<file path="config.mk">
export PLATFORM = sky130hd
export DESIGN_NAME = fetch_unit_flat
export DESIGN_NICKNAME = d
export VERILOG_FILES = /design/src/rtl/fetch_unit_pkg.sv /design/src/rtl/fetch_unit_if.sv /design/src/rtl/fetch_unit_fifo.sv /design/src/rtl/fetch_unit.sv /design/src/flat_wrapper.sv
export SDC_FILE = /design/constraint.sdc
export NUM_CORES = 1
export LEC_CHECK = 0
export BUFFER_PORTS_ARGS = -buffer_cell sky130_fd_sc_hd__clkbuf_2
export CORE_ASPECT_RATIO = 0.6
export CORE_MARGIN = 5
export CORE_UTILIZATION = 40
export DETAILED_ROUTE_END_ITERATION = 16
export HOLD_SLACK_MARGIN = 0.03
export PLACE_DENSITY = 0.67
export SYNTH_ARGS = -nofsm -noshare
export SYNTH_HDL_FRONTEND = slang
export SYNTH_SLANG_ARGS = --single-unit
</file>
<file path="constraint.sdc">
create_clock -name clk -period 6.1 [get_ports clk]
set_clock_uncertainty 0.2 [all_clocks]
set_input_delay 0.915 -clock clk [delete_from_list [all_inputs] [get_ports clk]]
set_output_delay 0.915 -clock clk [all_outputs]
set_load 0.005 [all_outputs]
</file>
<file path="src/rtl/fetch_unit_pkg.sv">
// Shared types and constants for the instruction fetch slice (package risc_pkg).
package risc_pkg;

  localparam int XLEN = 32;
  localparam int ILEN = 32;
  localparam logic [XLEN-1:0] RESET_PC_DEFAULT = 32'h0000_0000;

  typedef enum logic [1:0] {
    ST_IDLE = 2'd0,
    ST_REQ  = 2'd1,
    ST_WAIT = 2'd2,
    ST_DROP = 2'd3
  } fetch_state_t;

  // One buffered fetch: the instruction word and the address it came from.
  typedef struct packed {
    logic [XLEN-1:0] pc;
    logic [ILEN-1:0] instr;
  } fetch_entry_t;

  // Clear the byte-offset bits so the result is a word address.
  function automatic logic [XLEN-1:0] word_align(input logic [XLEN-1:0] a);
    return a & ~XLEN'(3);
  endfunction

endpackage

</file>
<file path="src/rtl/fetch_unit_if.sv">
// Fetch unit bus bundle: instruction memory port, redirect input and decode port.
// Optional feature macro: FETCH_MISALIGN_TRAP_EN adds misalign_err.
interface fetch_unit_if;
  import risc_pkg::*;

  logic            imem_req;
  logic [XLEN-1:0] imem_addr;
  logic            imem_ack;
  logic [ILEN-1:0] imem_rdata;
  logic            pc_src;
  logic [XLEN-1:0] pc_target;
  logic [ILEN-1:0] instr;
  logic [XLEN-1:0] instr_pc;
  logic            instr_valid;
  logic            instr_ready;
`ifdef FETCH_MISALIGN_TRAP_EN
  logic            misalign_err;
`endif

  // Fetch unit side.
  modport master (
`ifdef FETCH_MISALIGN_TRAP_EN
    output misalign_err,
`endif
    output imem_req, imem_addr, instr, instr_pc, instr_valid,
    input  imem_ack, imem_rdata, pc_src, pc_target, instr_ready
  );

  // Memory / branch / decode side.
  modport slave (
`ifdef FETCH_MISALIGN_TRAP_EN
    input  misalign_err,
`endif
    input  imem_req, imem_addr, instr, instr_pc, instr_valid,
    output imem_ack, imem_rdata, pc_src, pc_target, instr_ready
  );

endinterface

</file>
<file path="src/rtl/fetch_unit_fifo.sv">
// fetch_fifo: small instruction buffer with push, pop and flush; DEPTH must be 2 or 4.
module fetch_fifo #(
  parameter  int DEPTH = 2,
  parameter  int W     = 64,
  localparam int CNT_W = $clog2(DEPTH + 1),
  localparam int PTR_W = $clog2(DEPTH)
) (
  input  logic             clk,
  input  logic             rst,
  input  logic             push,
  input  logic             pop,
  input  logic             flush,
  input  logic [W-1:0]     din,
  output logic [W-1:0]     dout,
  output logic             full,
  output logic             empty,
  output logic [CNT_W-1:0] count
);

  logic [W-1:0]     mem [DEPTH];
  logic [PTR_W-1:0] rd_ptr;
  logic [PTR_W-1:0] wr_ptr;
  logic             do_push;
  logic             do_pop;

  // A pop frees the slot in the same edge, so push on a full buffer is allowed then.
  assign do_push = push && (!full || pop);
  assign do_pop  = pop && !empty;
  assign full    = (count == CNT_W'(DEPTH));
  assign empty   = (count == '0);
  assign dout    = mem[rd_ptr];

  // Pointer and occupancy bookkeeping; flush discards everything at once.
  always_ff @(posedge clk or posedge rst) begin
    if (rst) begin
      rd_ptr <= '0;
      wr_ptr <= '0;
      count  <= '0;
    end else if (flush) begin
      rd_ptr <= '0;
      wr_ptr <= '0;
      count  <= '0;
    end else begin
      if (do_push) wr_ptr <= wr_ptr + PTR_W'(1);
      if (do_pop)  rd_ptr <= rd_ptr + PTR_W'(1);
      case ({do_push, do_pop})
        2'b10:   count <= count + CNT_W'(1);
        2'b01:   count <= count - CNT_W'(1);
        default: count <= count;
      endcase
    end
  end

  // Storage carries no reset; an empty buffer's contents are never shown.
  always_ff @(posedge clk) begin
    if (do_push && !flush) mem[wr_ptr] <= din;
  end

endmodule

</file>
<file path="src/rtl/fetch_unit.sv">
// fetch_unit: fetch FSM and PC, feeding a fetch_fifo toward decode.
// Optional feature macro: FETCH_MISALIGN_TRAP_EN (reject misaligned redirects, pulse misalign_err).
module fetch_unit
  import risc_pkg::*;
#(
  parameter logic [XLEN-1:0] RESET_PC   = RESET_PC_DEFAULT,
  parameter int              FIFO_DEPTH = 2
) (
  input  logic          clk,
  input  logic          rst,
  fetch_unit_if.master  bus
);

  localparam int CNT_W = $clog2(FIFO_DEPTH + 1);
  localparam logic [CNT_W-1:0] DEPTH_M1 = CNT_W'(FIFO_DEPTH - 1);

  fetch_state_t    state;
  fetch_state_t    state_nxt;
  logic [XLEN-1:0] fetch_pc;
  logic [XLEN-1:0] req_pc;
  logic            redirect;
  logic            imem_req_c;
  logic            push;
  logic            pop;
  logic            fifo_full;
  logic            fifo_empty;
  logic [CNT_W-1:0] fifo_count;
  fetch_entry_t    head;
  fetch_entry_t    entry_in;
  logic            slot_free_idle;
  logic            slot_free_ack;

`ifdef FETCH_MISALIGN_TRAP_EN
  logic misaligned;
  logic misalign_err_q;

  assign misaligned = (bus.pc_target[1:0] != 2'b00);
  assign redirect   = bus.pc_src && !misaligned;

  // One-cycle error pulse for a rejected misaligned redirect.
  always_ff @(posedge clk or posedge rst) begin
    if (rst) misalign_err_q <= 1'b0;
    else     misalign_err_q <= bus.pc_src && misaligned;
  end

  assign bus.misalign_err = misalign_err_q;
`else
  assign redirect = bus.pc_src;
`endif

  // Decode handshake and the ack that lands a fetch in the buffer.
  assign pop  = !fifo_empty && bus.instr_ready;
  assign push = (state == ST_WAIT) && bus.imem_ack && !redirect;

  // In WAIT the in-flight fetch already owns a slot; after its push another
  // fetch fits if decode pops this edge or at least two slots were free.
  assign slot_free_idle = !fifo_full;
  assign slot_free_ack  = pop || (fifo_count < DEPTH_M1);

  assign entry_in = '{pc: req_pc, instr: bus.imem_rdata};

  fetch_fifo #(
    .DEPTH (FIFO_DEPTH),
    .W     ($bits(fetch_entry_t))
  ) u_fifo (
    .clk   (clk),
    .rst   (rst),
    .push  (push),
    .pop   (pop),
    .flush (redirect),
    .din   (entry_in),
    .dout  (head),
    .full  (fifo_full),
    .empty (fifo_empty),
    .count (fifo_count)
  );

  // State register.
  always_ff @(posedge clk or posedge rst) begin
    if (rst) state <= ST_IDLE;
    else     state <= state_nxt;
  end

  // Next-state logic; a redirect overrides push/pop and discards a same-cycle ack.
  always_comb begin
    state_nxt = state;
    unique case (state)
      ST_IDLE: if (redirect || slot_free_idle) state_nxt = ST_REQ;
      ST_REQ:  state_nxt = redirect ? ST_DROP : ST_WAIT;
      ST_WAIT: begin
        if (redirect)          state_nxt = bus.imem_ack ? ST_REQ : ST_DROP;
        else if (bus.imem_ack) state_nxt = slot_free_ack ? ST_REQ : ST_IDLE;
      end
      ST_DROP: if (bus.imem_ack) state_nxt = ST_REQ;
      default: state_nxt = ST_IDLE;
    endcase
  end

  // FSM outputs: a request is presented only in REQ.
  always_comb begin
    imem_req_c = 1'b0;
    if (state == ST_REQ) imem_req_c = 1'b1;
  end

  // Fetch PC and the address of the outstanding request.
  always_ff @(posedge clk or posedge rst) begin
    if (rst) begin
      fetch_pc <= RESET_PC;
      req_pc   <= RESET_PC;
    end else begin
      if (redirect)              fetch_pc <= word_align(bus.pc_target);
      else if (state == ST_REQ)  fetch_pc <= fetch_pc + XLEN'(4);
      if (state == ST_REQ)       req_pc   <= fetch_pc;
    end
  end

  assign bus.imem_req    = imem_req_c;
  assign bus.imem_addr   = fetch_pc;
  assign bus.instr_valid = !fifo_empty;
  assign bus.instr       = fifo_empty ? '0 : head.instr;
  assign bus.instr_pc    = fifo_empty ? '0 : head.pc;

endmodule

</file>
<file path="src/flat_wrapper.sv">
// flat-port wrapper written by rule: the top's interface ports become plain ports
module fetch_unit_flat import risc_pkg::*;
#(
  parameter logic [XLEN-1:0] RESET_PC   = RESET_PC_DEFAULT,
  parameter int              FIFO_DEPTH = 2
)
  (clk, rst, bus_imem_req, bus_imem_addr, bus_instr, bus_instr_pc, bus_instr_valid, bus_imem_ack, bus_imem_rdata, bus_pc_src, bus_pc_target, bus_instr_ready);
  fetch_unit_if bus_i ();
  input  logic clk;
  input  logic rst;
  output wire logic [$bits(bus_i.imem_req)-1:0] bus_imem_req;
  output wire logic [$bits(bus_i.imem_addr)-1:0] bus_imem_addr;
  output wire logic [$bits(bus_i.instr)-1:0] bus_instr;
  output wire logic [$bits(bus_i.instr_pc)-1:0] bus_instr_pc;
  output wire logic [$bits(bus_i.instr_valid)-1:0] bus_instr_valid;
  input wire logic [$bits(bus_i.imem_ack)-1:0] bus_imem_ack;
  input wire logic [$bits(bus_i.imem_rdata)-1:0] bus_imem_rdata;
  input wire logic [$bits(bus_i.pc_src)-1:0] bus_pc_src;
  input wire logic [$bits(bus_i.pc_target)-1:0] bus_pc_target;
  input wire logic [$bits(bus_i.instr_ready)-1:0] bus_instr_ready;
  assign bus_imem_req = bus_i.imem_req;
  assign bus_imem_addr = bus_i.imem_addr;
  assign bus_instr = bus_i.instr;
  assign bus_instr_pc = bus_i.instr_pc;
  assign bus_instr_valid = bus_i.instr_valid;
  assign bus_i.imem_ack = bus_imem_ack;
  assign bus_i.imem_rdata = bus_imem_rdata;
  assign bus_i.pc_src = bus_pc_src;
  assign bus_i.pc_target = bus_pc_target;
  assign bus_i.instr_ready = bus_instr_ready;
  fetch_unit #(.RESET_PC(RESET_PC), .FIFO_DEPTH(FIFO_DEPTH)) u_core (.clk(clk), .rst(rst), .bus(bus_i));
endmodule
</file>
==> impl_table.tex <==
\begin{tabular}{lr}
\hline
Metric & Value \\
\hline
\multicolumn{2}{l}{\textbf{Worst setup path}} \\
Reg2reg setup slack & 2.86 ns \\
CP endpoint kind & output pin \\
Start-to-end type of the worst setup path & reg -> out \\
Worst setup endpoint & bus\_instr[17] \\
Worst path arrival time & 2.36 ns \\
Critical path startpoint & u\_core.u\_fifo.rd\_ptr \\
Data required time of the critical path & around 5.0 ns \\
Largest driver fanout on the critical path & 37 \\
Endpoint of the lowest-slack register-to-register path & u\_core.u\_fifo.mem[0][56] \\
R2R cell count & 6 \\
Critical path launch point type & register \\
Startpoint of the lowest-slack register-to-register path & u\_core.state[0] \\
\multicolumn{2}{l}{\textbf{Clock network}} \\
Clock slew at reported path FFs & 0.07 ns \\
Root Buffer & sky130\_fd\_sc\_hd\_\_clkbuf\_16 \\
Post-CTS resize count & 0 \\
H-Tree Depth & 4 \\
Clock network latency to the later pin of the worst-skew pair & 0.43 ns \\
Number of clock sinks & 190 \\
CTS tree & yes \\
Deepest clock path buffer count & 2 \\
Buffers inserted by post-CTS timing repair & 0 \\
Number of buffers created by CTS & 17 \\
Hold-fix buffers at CTS & 0 \\
\multicolumn{2}{l}{\textbf{Global route}} \\
Global-route wire length before repair & 28.30 mm \\
Maximum number of pins on one net before global-route repair & 67 \\
Met3 usage & 4.657\% \\
GR Util met2 & 22.65\% \\
Vias in the first global route & 5,010 \\
Met1 track demand over resource & 24.19\% \\
Global-route usage over all layers & 16.05\% \\
Antenna violations before repair & 0 \\
Total overflow reported by the global router & 0 \\
GRT Max-Usage Layer & met1 \\
\multicolumn{2}{l}{\textbf{STA}} \\
Final Hold Vio Count & 0 \\
Fin Hold WS & 0.2691 ns \\
Tcrit/Tclk final & 57.03\% \\
Least-Margin Pin Slew & 0.9369 ns \\
Final setup viols & 0 \\
Minimum period implied by the final worst setup slack & $\sim$3.5 ns \\
RSZ-0062 raised after global routing & false \\
Normalized max-slew margin & 37.02\% \\
Count of final max-slew check failures & 0 \\
Setup Total Neg Slack & 0 ns \\
Peak Freq & 0.2874 GHz \\
\multicolumn{2}{l}{\textbf{Layout}} \\
FILL cells & 1,797 \\
Fraction of layout cells with a size suffix above 1 & 31.72\% \\
Final std cell area, no fill & between 9000 and 10,000 µm² \\
Antenna cells & 0 \\
Final Instance Count excl. Fillers & 1,036 \\
Synth-to-Final Area Change & 21.82\% \\
Fin nets & roughly 830 \\
\multicolumn{2}{l}{\textbf{Logic synthesis}} \\
Primary flip-flop cell chosen by synthesis mapping & sky130\_fd\_sc\_hd\_\_edfxtp\_1 \\
Number of flip-flops and latches in the synthesized netlist & 190 \\
Mapped Avg Cell Area & 13.46 µm² \\
Part of the Yosys area used for sequential elements & 67.35\% \\
Synth warnings & 0 \\
Share of Yosys cell area claimed by the top area cell type & 46.65\% \\
Cell types occupying the most area after synthesis & sky130\_fd\_sc\_hd\_\_edfxtp\_1 47\%, sky130\_fd\_sc\_hd\_\_dfrtp\_1 21\%, sky130\_fd\_sc\_hd\_\_mux2i\_1 8.2\%, sky130\_fd\_sc\_hd\_\_mux2\_2 4.2\%, sky130\_fd\_sc\_hd\_\_nor2\_1 4.1\% \\
Proportion of synthesized flip-flops having asynchronous set or reset & 34.74\% \\
Largest area contributor in the netlist & sky130\_fd\_sc\_hd\_\_edfxtp\_1 \\
Post-synthesis instance area & 7981 µm² \\
EDFF count, synth & 124 \\
Count of mapped cells out of synthesis & slightly below 600 \\
Count of distinct cell types in the synthesized netlist & 46 \\
\multicolumn{2}{l}{\textbf{Placed design}} \\
Last weighted congestion value of the routability-driven placer & 0.8161 \\
Placed wire-length estimate & around 12 mm \\
Port Buffer Count & 160 \\
Placed cell count & 1,004 \\
Post-placement cell area & 9072 µm² \\
\multicolumn{2}{l}{\textbf{Worst hold path}} \\
Path class of the lowest-slack min-delay path & reg -> reg \\
\multicolumn{2}{l}{\textbf{Power}} \\
Total power per unit cell area & roughly 420 nW/µm² \\
Static Leak & 3.789 nW \\
Maximum resistive drop on vdd & about 0.33 mV \\
Overall power & roughly 4 mW \\
\multicolumn{2}{l}{\textbf{Route}} \\
Vias per cell & between 5 and 6 \\
1st-pass router iterations & 5 \\
Routed wire per std cell & 17.63 µm \\
Number of remaining DRC errors & 0 \\
Wire length after detailed routing & 18.26 mm \\
Number of DRC markers in iteration 0 & 283 \\
Residual antenna-violating net count after detailed routing & 0 \\
Count of vias placed by the detailed router & 5,198 \\
\multicolumn{2}{l}{\textbf{Die}} \\
IO Pins & $\sim$170 \\
Die extent in x & 192.4 µm \\
Site row count & 40 \\
Area of the placeable core & 19,820 µm² \\
Y dimension of the die & 119.4 µm \\
Starting density of the core & between 40\% and 50\% \\
Total Die Area & about 23,000 µm² \\
\multicolumn{2}{l}{\textbf{Run status}} \\
Status & complete, no violations \\
\multicolumn{2}{l}{\textbf{Run}} \\
Maximum Capacitance Violations & 0 \\
\hline
\end{tabular}
[worst min path at each step]
| stage | slack (ns) | to | start | cells past startpoint |
|---|---|---|---|---|
| final | 0.27 | u_core.u_fifo.mem[0][37] | u_core.req_pc[5] | 0 |
| after global routing | 0.28 | u_core.u_fifo.mem[1][37] | u_core.req_pc[5] | 0 |
| after CTS | 0.27 | u_core.u_fifo.mem[1][58] | u_core.req_pc[26] | 0 |
| after detailed placement | 0.25 | u_core.u_fifo.mem[1][42] | u_core.req_pc[10] | 0 |
| after global placement | 0.25 | u_core.u_fifo.mem[0][37] | u_core.req_pc[5] | 0 |
| after floorplan | 0.24 | u_core.u_fifo.mem[0][34] | u_core.req_pc[2] | 0 |
[flip-flops by register name, indices dropped and copies added, names as in the netlist]
name                  flops
u_core.u_fifo.mem       124
u_core.u_fifo.wr_ptr      1
u_core.u_fifo.count       2
u_core.bus.imem_addr     30
u_core.req_pc            30
u_core.u_fifo.rd_ptr      1
u_core.state              2
[cell usage in the layout (no fill, tap or decap), types with 4 or more instances in the layout]
cell type	count
sky130_fd_sc_hd__nor2_1	87
sky130_fd_sc_hd__or4_1	8
sky130_fd_sc_hd__edfxtp_1	124
sky130_fd_sc_hd__nor4_1	4
sky130_fd_sc_hd__buf_4	8
sky130_fd_sc_hd__mux2_2	30
sky130_fd_sc_hd__inv_8	4
sky130_fd_sc_hd__nor3_1	7
sky130_fd_sc_hd__nand4_1	17
sky130_fd_sc_hd__ha_1	6
sky130_fd_sc_hd__nand2_1	37
sky130_fd_sc_hd__nand3_1	11
sky130_fd_sc_hd__bufinv_16	4
sky130_fd_sc_hd__o21ai_0	19
sky130_fd_sc_hd__xnor2_1	11
sky130_fd_sc_hd__inv_1	15
sky130_fd_sc_hd__clkbuf_16	17
sky130_fd_sc_hd__mux2i_1	65
sky130_fd_sc_hd__o31ai_1	4
sky130_fd_sc_hd__clkbuf_2	160
sky130_fd_sc_hd__dfrtp_1	65
sky130_fd_sc_hd__a31oi_1	8
sky130_fd_sc_hd__conb_1	4
[through the flow]
stage | util, % | setup slack (ns)
6_report | 49.06 | 2.621
4_1_cts | 49.06 | 2.558
3_5_place_dp | 45.78 | 2.353
5_1_grt | 49.06 | 2.444
3_3_place_gp | 45.78 | 2.383
2_1_floorplan | - | 1.253
[area by class of cell]
cell class	instances	area [µm²]	area share, %
flip-flops and latches	190	5379	55.32
well taps	273	341.6	3.513
multi-input cells	357	2431	25.00
clock buffers	17	425.4	4.375
repair buffers	168	860.8	8.853
clock inverters	15	225.2	2.316
inverters	16	60.06	0.6177
[kinds of logic after synthesis]
kind of cell               count (synthesis)  share of synthesized area, %
and+or+nand+nor                          185                         10.68
other                                      1                       0.04698
adders and majority gates                  8                         1.254
DFF                                      190                         67.35
muxes                                     95                         12.38
xor gates and xnor gates                  14                         1.536
AOI/OAI and AO/OA                         51                         4.233
buffers and inverters                     49                         2.524
[critical path, cell delays in order, from the launching register on]
cell and delay [ns]:
sky130_fd_sc_hd__dfrtp_4 0.77, sky130_fd_sc_hd__buf_4 0.64, sky130_fd_sc_hd__mux2i_1 0.27, sky130_fd_sc_hd__nor2_1 0.06
sky130_fd_sc_hd__clkbuf_2 0.16
[metal layers]
| layer | vias up | share of wire (%) |
|---|---|---|
| met2 | 153 | 42 |
| met1 | 2544 | 50 |
| met5 | - | 0 |
| met3 | 15 | 6.8 |
| li1 | 2486 | - |
| met4 | 0 | 1.1 |
[Yosys cell counts, types with 2 or more instances]
| library cell | count |
|---|---|
| sky130_fd_sc_hd__edfxtp_1 | 124 |
| sky130_fd_sc_hd__nor2_1 | 87 |
| sky130_fd_sc_hd__dfrtp_1 | 66 |
| sky130_fd_sc_hd__mux2i_1 | 65 |
| sky130_fd_sc_hd__nand2_1 | 37 |
| sky130_fd_sc_hd__mux2_2 | 30 |
| sky130_fd_sc_hd__clkbuf_1 | 21 |
| sky130_fd_sc_hd__o21ai_0 | 19 |
| sky130_fd_sc_hd__nand4_1 | 17 |
| sky130_fd_sc_hd__inv_1 | 16 |
| sky130_fd_sc_hd__nand3_1 | 11 |
| sky130_fd_sc_hd__xnor2_1 | 11 |
| sky130_fd_sc_hd__a31oi_1 | 8 |
| sky130_fd_sc_hd__ha_1 | 8 |
| sky130_fd_sc_hd__or4_1 | 8 |
| sky130_fd_sc_hd__nor3_1 | 7 |
| sky130_fd_sc_hd__buf_1 | 6 |
| sky130_fd_sc_hd__buf_4 | 4 |
| sky130_fd_sc_hd__nor4_1 | 4 |
| sky130_fd_sc_hd__o31ai_1 | 4 |
| sky130_fd_sc_hd__a21oi_1 | 3 |
| sky130_fd_sc_hd__a311o_1 | 3 |
| sky130_fd_sc_hd__a31o_2 | 3 |
| sky130_fd_sc_hd__and3_1 | 3 |
| sky130_fd_sc_hd__xor2_1 | 3 |
| sky130_fd_sc_hd__and4_1 | 2 |
| sky130_fd_sc_hd__nand2b_1 | 2 |
| sky130_fd_sc_hd__nor2b_1 | 2 |
| sky130_fd_sc_hd__o211ai_1 | 2 |
[report_power, final]
part	switching, mW	internal, mW	total (mW)
logic	0.573	0.502	1.07
registers	0.177	1.60	1.78
clock network	0.513	0.704	1.22
No activity file was read; power rests on OpenSTA's default activity.
